--- config.mk ---
export PLATFORM = sky130hd
export DESIGN_NAME = radix4_online_multiplier
export DESIGN_NICKNAME = d
export VERILOG_FILES = /design/src/rtl/radix4_online_multiplier.sv
export SDC_FILE = /design/constraint.sdc
export NUM_CORES = 1
export LEC_CHECK = 0
export CAP_MARGIN = 10
export CORE_MARGIN = 3
export CORE_UTILIZATION = 30
export CTS_BUF_LIST = sky130_fd_sc_hd__clkbuf_4 sky130_fd_sc_hd__clkbuf_8
export CTS_CLUSTER_SIZE = 8
export DETAILED_ROUTE_END_ITERATION = 10
export GPL_ROUTABILITY_DRIVEN = 0
export GPL_TIMING_DRIVEN = 0
export HOLD_SLACK_MARGIN = 0.12
export MAX_ROUTING_LAYER = met4
export PLACE_DENSITY = 0.53
export REMOVE_ABC_BUFFERS = 1
export SLEW_MARGIN = 30
export SYNTH_ARGS = -nofsm -noshare
export SYNTH_HDL_FRONTEND = slang
export SYNTH_SLANG_ARGS = --single-unit
--- constraint.sdc ---
create_clock -name clk -period 15.5 [get_ports clk]
set_input_delay 3.875 -clock clk [delete_from_list [all_inputs] [get_ports clk]]
set_output_delay 3.875 -clock clk [all_outputs]
set_load 0.02 [all_outputs]
--- src/rtl/radix4_online_multiplier.sv ---
// radix4_online_multiplier
// Radix-4 signed-digit online multiplier: one digit of each operand per clock,
// MSD first, product digits emitted MSD first after an online delay of `delta`.
// A free-running step counter frames the operation; the frame length is chosen
// at step 0 by full_result_sel (2N+1 product digits or N+1 product digits).
// Optional build macro RADIX4_MULT_INPUT_SAT_EN: when defined, the input code
// 3'b100 is saturated to -3 before use; otherwise it is taken as -4.
module radix4_online_multiplier #(
  parameter int no_of_digits = 4,
  parameter int radix_bits   = 3,
  parameter int radix        = 4,
  parameter int delta        = 2
) (
  input  logic                  clk,
  input  logic                  extern_reset,
  input  logic [radix_bits-1:0] xin,
  input  logic [radix_bits-1:0] yin,
  input  logic                  full_result_sel,
  output logic [radix_bits-1:0] z
);

  // Partial operands keep 2N fractional bits; the residual keeps 2(N+delta)
  // so that the 4^-delta scaling of each operand product is exact.
  localparam int FRAC_XY   = 2 * no_of_digits;
  localparam int XY_W      = FRAC_XY + 4;
  localparam int FRAC_W    = 2 * (no_of_digits + delta);
  localparam int W_W       = FRAC_W + 4;
  localparam int V_W       = W_W + 3;
  localparam int LEN_FULL  = 2 * no_of_digits + delta + 2;
  localparam int LEN_TRUNC = no_of_digits + delta + 2;
  localparam int CNT_W     = $clog2(LEN_FULL);
  localparam int IDX_W     = (no_of_digits > 1) ? $clog2(no_of_digits) : 1;
  localparam int LUT_N     = 1 << IDX_W;
  localparam int DMAX      = radix - 1;

  localparam logic signed [V_W-1:0]        HALF   = V_W'(1 << (FRAC_W - 1));
  localparam logic signed [V_W-1:0]        PMAX   = V_W'(DMAX);
  localparam logic signed [V_W-1:0]        PMIN   = V_W'(-DMAX);
  localparam logic signed [radix_bits-1:0] DMAX_D = radix_bits'(DMAX);
  localparam logic signed [radix_bits-1:0] DMIN_D = radix_bits'(-DMAX);
  localparam logic [radix_bits-1:0]        MIN_CODE = {1'b1, {(radix_bits-1){1'b0}}};

  // Input digit decode; the most negative code is optionally saturated.
  function automatic logic signed [radix_bits-1:0] sat_digit(input logic [radix_bits-1:0] d);
`ifdef RADIX4_MULT_INPUT_SAT_EN
    sat_digit = (d == MIN_CODE) ? DMIN_D : $signed(d);
`else
    sat_digit = (d == MIN_CODE) ? $signed(MIN_CODE) : $signed(d);
`endif
  endfunction

  logic [CNT_W-1:0]             step_reg;
  logic                         full_reg;
  logic signed [W_W-1:0]        w_reg;
  logic signed [XY_W-1:0]       x_acc_reg;
  logic signed [XY_W-1:0]       y_acc_reg;
  logic [radix_bits-1:0]        z_reg;

  logic                         full_cur;
  logic [CNT_W-1:0]             last_step;
  logic                         in_window;
  logic                         emit;
  logic signed [radix_bits-1:0] x_dig;
  logic signed [radix_bits-1:0] y_dig;
  logic signed [radix_bits-1:0] p_dig;
  logic signed [XY_W-1:0]       weight;
  logic signed [XY_W-1:0]       x_dig_xy;
  logic signed [XY_W-1:0]       y_dig_xy;
  logic signed [XY_W-1:0]       x_acc_next;
  logic signed [XY_W-1:0]       y_acc_next;
  logic signed [V_W-1:0]        x_dig_v;
  logic signed [V_W-1:0]        y_dig_v;
  logic signed [V_W-1:0]        x_acc_v;
  logic signed [V_W-1:0]        y_acc_v;
  logic signed [V_W-1:0]        w_v;
  logic signed [V_W-1:0]        v;
  logic signed [V_W-1:0]        p_wide;
  logic signed [W_W-1:0]        p_w;
  logic signed [W_W-1:0]        w_next;
  logic signed [XY_W-1:0]       weight_lut [LUT_N];

  // Weight 4^-(t+1) of input digit t in the partial-operand format.
  genvar gi;
  generate
    for (gi = 0; gi < LUT_N; gi++) begin : g_weight
      if (gi < no_of_digits) begin : g_used
        assign weight_lut[gi] = XY_W'(1 << (FRAC_XY - 2 * (gi + 1)));
      end else begin : g_unused
        assign weight_lut[gi] = '0;
      end
    end
  endgenerate

  // One recurrence step: operand update, residual, digit selection.
  always_comb begin
    full_cur  = (step_reg == '0) ? full_result_sel : full_reg;
    last_step = full_cur ? CNT_W'(LEN_FULL - 1) : CNT_W'(LEN_TRUNC - 1);
    in_window = (step_reg < CNT_W'(no_of_digits));
    emit      = (step_reg >= CNT_W'(delta));

    x_dig  = in_window ? sat_digit(xin) : '0;
    y_dig  = in_window ? sat_digit(yin) : '0;
    weight = in_window ? weight_lut[step_reg[IDX_W-1:0]] : '0;

    x_dig_xy   = {{(XY_W-radix_bits){x_dig[radix_bits-1]}}, x_dig};
    y_dig_xy   = {{(XY_W-radix_bits){y_dig[radix_bits-1]}}, y_dig};
    x_acc_next = x_acc_reg + x_dig_xy * weight;
    y_acc_next = y_acc_reg + y_dig_xy * weight;

    // x_t*Y[t] + y_t*X[t-1]; the 4^-delta factor is implied by the
    // residual having 2*delta more fractional bits than the operands.
    x_dig_v = {{(V_W-radix_bits){x_dig[radix_bits-1]}}, x_dig};
    y_dig_v = {{(V_W-radix_bits){y_dig[radix_bits-1]}}, y_dig};
    x_acc_v = {{(V_W-XY_W){x_acc_reg[XY_W-1]}}, x_acc_reg};
    y_acc_v = {{(V_W-XY_W){y_acc_next[XY_W-1]}}, y_acc_next};
    w_v     = {{(V_W-W_W){w_reg[W_W-1]}}, w_reg};
    v       = (w_v <<< 2) + x_dig_v * y_acc_v + y_dig_v * x_acc_v;

    // Round to nearest (floor(v + 1/2)) and clamp to the digit set.
    p_wide = (v + HALF) >>> FRAC_W;
    if (!emit) begin
      p_dig = '0;
    end else if (p_wide > PMAX) begin
      p_dig = DMAX_D;
    end else if (p_wide < PMIN) begin
      p_dig = DMIN_D;
    end else begin
      p_dig = p_wide[radix_bits-1:0];
    end

    p_w    = {{(W_W-radix_bits){p_dig[radix_bits-1]}}, p_dig};
    w_next = v[W_W-1:0] - (p_w <<< FRAC_W);
  end

  // Frame counter, state registers and the registered product digit.
  always_ff @(posedge clk or posedge extern_reset) begin
    if (extern_reset) begin
      step_reg  <= '0;
      full_reg  <= 1'b0;
      w_reg     <= '0;
      x_acc_reg <= '0;
      y_acc_reg <= '0;
      z_reg     <= '0;
    end else if (step_reg == last_step) begin
      // Idle closing step: clear state so the next frame starts from zero.
      step_reg  <= '0;
      w_reg     <= '0;
      x_acc_reg <= '0;
      y_acc_reg <= '0;
      z_reg     <= '0;
    end else begin
      step_reg <= step_reg + CNT_W'(1);
      if (step_reg == '0) begin
        full_reg <= full_result_sel;
      end
      w_reg     <= w_next;
      x_acc_reg <= x_acc_next;
      y_acc_reg <= y_acc_next;
      z_reg     <= p_dig;
    end
  end

  assign z = z_reg;

endmodule

==> summary.txt <==
Timing
  – Final Skew: 0.008819 ns
  – Final Cycle Share: 0.9518
  – Setup TNS: 0 ns
  – Final Max Tran Viols: 0
  – Max Freq: 0.06779 GHz
  – Final Hold Fails: 0
  – Slew Limit Headroom: 0.4980
  – Final setup viols: 0
  – Unrepaired setup endpoints after global routing: no
  – Slew @ Worst Pin: 0.7518 ns
  – Post-layout min period: 14.75 ns

Synthesis
  – Mean post-synth cell area: 9.014 µm²
  – Ys Warns: 0
  – Post-synth EDFFs: 0
  – Sequential cell area fraction in the yosys report: 0.1647
  – Yosys reg bits: 48
  – Top cells by area, synth: fa_1 (23%), ha_1 (19%), dfrtp_1 (16%)
  – Synth top cells by count: inv_1 (150), ha_1 (108), fa_1 (85), nor2_1 (81), dfrtp_1 (48)
  – Post-synth top flop: dfrtp_1
  – Post-synth cell types: 55
  – Most common cell in the netlist: inv_1
  – Share of the synthesized area in the top cell type: 0.2334
  – Synthesized area: 7292 µm²
  – Post-Syn Instances: 809
  – Cell taking the most area after synthesis: fa_1
  – Post-synth ARST share: 1.000

CTS
  – Worst-path clk slew: 0.10 ns
  – CTS tree: done
  – Clock Latency Late Sink: 0.33 ns
  – CTS Root Cell: clkbuf_8
  – H-tree depth: 2
  – CTS max path bufs: 2
  – CTS Buf Count: 5
  – # hold bufs at CTS: 0
  – CTS Sinks: 48

GRT
  – Congestion Overflow GR: 0
  – Number of global-route vias before repair: 5759
  – GRT Total Usage: 0.1385
  – Largest net degree at the start of global routing: 28
  – First-pass GRT wire length: 28810 µm
  – Initial antenna violation count: 0

Placement
  – Post-DP Area: 7848 µm²
  – Buffers added on ports: 11
  – Detail Placement HPWL: 13180 µm

Finish
  – Final instance area: 8004 µm²
  – Fin util: 0.3380
  – Share of cells above drive strength 1: 0.04540
  – Max reg flops: 16
  – Fin nets: 1016
  – Diodes inserted: 0
  – Area Growth Syn to Fin: 9.763%

Die
  – Site row count: 56
  – Die footprint: 26210 µm²
  – Core Box Area: 23680 µm²
  – Initial core utilization: 0.3079
  – Die width: 161.9 µm
  – Die Ht: 161.9 µm
  – # IOs: 12

Critical path
  – Critical Setup Path Class: input pin to flop
  – CP endpoint kind: flop
  – Crit path DAT: 15.02 ns
  – Crit path launch type: input pin
  – Crit path max fanout: 17
  – CP max stage cell: fa_1
  – Max stage delay on crit path: 0.55 ns
  – Worst Path Required: 15.76 ns
  – Most used cell, CP: ha_1

Routing
  – Routed length per instance: 14.33 µm
  – DRT iter0 DRCs: 288
  – DRT Wirelength: 16250 µm
  – Drc violations: 0
  – TritonRoute pass-1 iters: 4
  – DRT antenna net count: 0
  – Vias: 5346
  – Via density: 4.714

Worst hold path
  – Hold Path Class: flop to flop

Flow run
  – Max capacitance violation total: 0

Run status
  – Status: finished clean
## stage by stage
stage | hold WS [ns] | cells | setup slack, ns
2_1_floorplan | 0.4804 | 789 | 1.612
3_3_place_gp | 0.5195 | 1119 | -0.8381
3_5_place_dp | 0.5372 | 1123 | -0.7504
4_1_cts | 0.5522 | 1131 | 0.05575
5_1_grt | 0.5840 | 1134 | 0.004238
6_report | 0.5480 | 1134 | 0.7479
## cell usage in the layout (no fill, tap or decap), drive strengths merged, types with 7 or more instances in the layout
cell	Yosys	layout
o21bai	9	9
nand2	24	24
a211oi	8	8
o21ai	22	22
clkbuf	18	8
buf	2	7
a21oi	38	38
nor3	10	10
nor2b	14	14
nand4	7	7
xnor2	29	29
a21o	10	10
dfrtp	48	48
fa	85	85
and3	38	38
clkdlybuf4s50	0	9
nand3	17	17
xor2	15	15
nor2	81	81
ha	108	108
and2	13	13
inv	150	149
## critical path: cells and delay by family
kind	cells	cell delay [ns]
adders and majority gates	10	4.13
AOI/OAI and AO/OA	15	3.51
and+or+nand+nor	10	2.30
buffers and inverters	4	0.75
xor gates and xnor gates	2	0.45
## final timing paths
kind	cells past startpoint	from	endpoint	slack (ns)
min reg2reg	1	step_reg[0]	step_reg[0]	0.55
max	41	yin[2]	w_reg[15]	0.75
min	1	step_reg[0]	step_reg[0]	0.55
max reg2reg	46	step_reg[3]	w_reg[15]	3.62
max in group asynchronous	3	extern_reset	x_acc_reg[5]	11.17
min in group asynchronous	2	extern_reset	z[2]	3.86
## final cells by class
class	instances	area [µm²]
Multi-Input combinational cell	591	5497
Clock buffer	8	97.59
Fill cell	2554	15680
Inverter	150	569.3
Sequential cell	48	1201
Tap cell	319	399.1
Timing Repair Buffer	18	240.2
## logic make-up (layout without fill, tap and decap cells)
kind of cell / Yosys count / count (layout) / share of synthesized area
adders and majority gates: 193 / 193 / 0.4187
muxes: 2 / 2 / 0.003088
buffers and inverters: 170 / 176 / 0.08785
and+or+nand+nor: 230 / 230 / 0.1611
xor gates and xnor gates: 44 / 44 / 0.05388
DFF: 48 / 48 / 0.1647
AOI/OAI and AO/OA: 122 / 122 / 0.1107
## timing repair
item,CTS,global route
endpoints found under the setup margin,3,3
setup buffers,0,3
gates resized for setup,2,6
## layer usage
layer / share of wire / vias to the layer above / global-route usage
met3: 0.037 / 13 / 0.01632
li1: - / 2658 / -
met4: 0.0090 / 0 / 0.02288
met5: 0 / - / -
met2: 0.47 / 63 / 0.2199
met1: 0.49 / 2612 / 0.1948
Power is not shown: default switching activity piles up to over one toggle a cycle in this logic, so the estimate is an artifact.
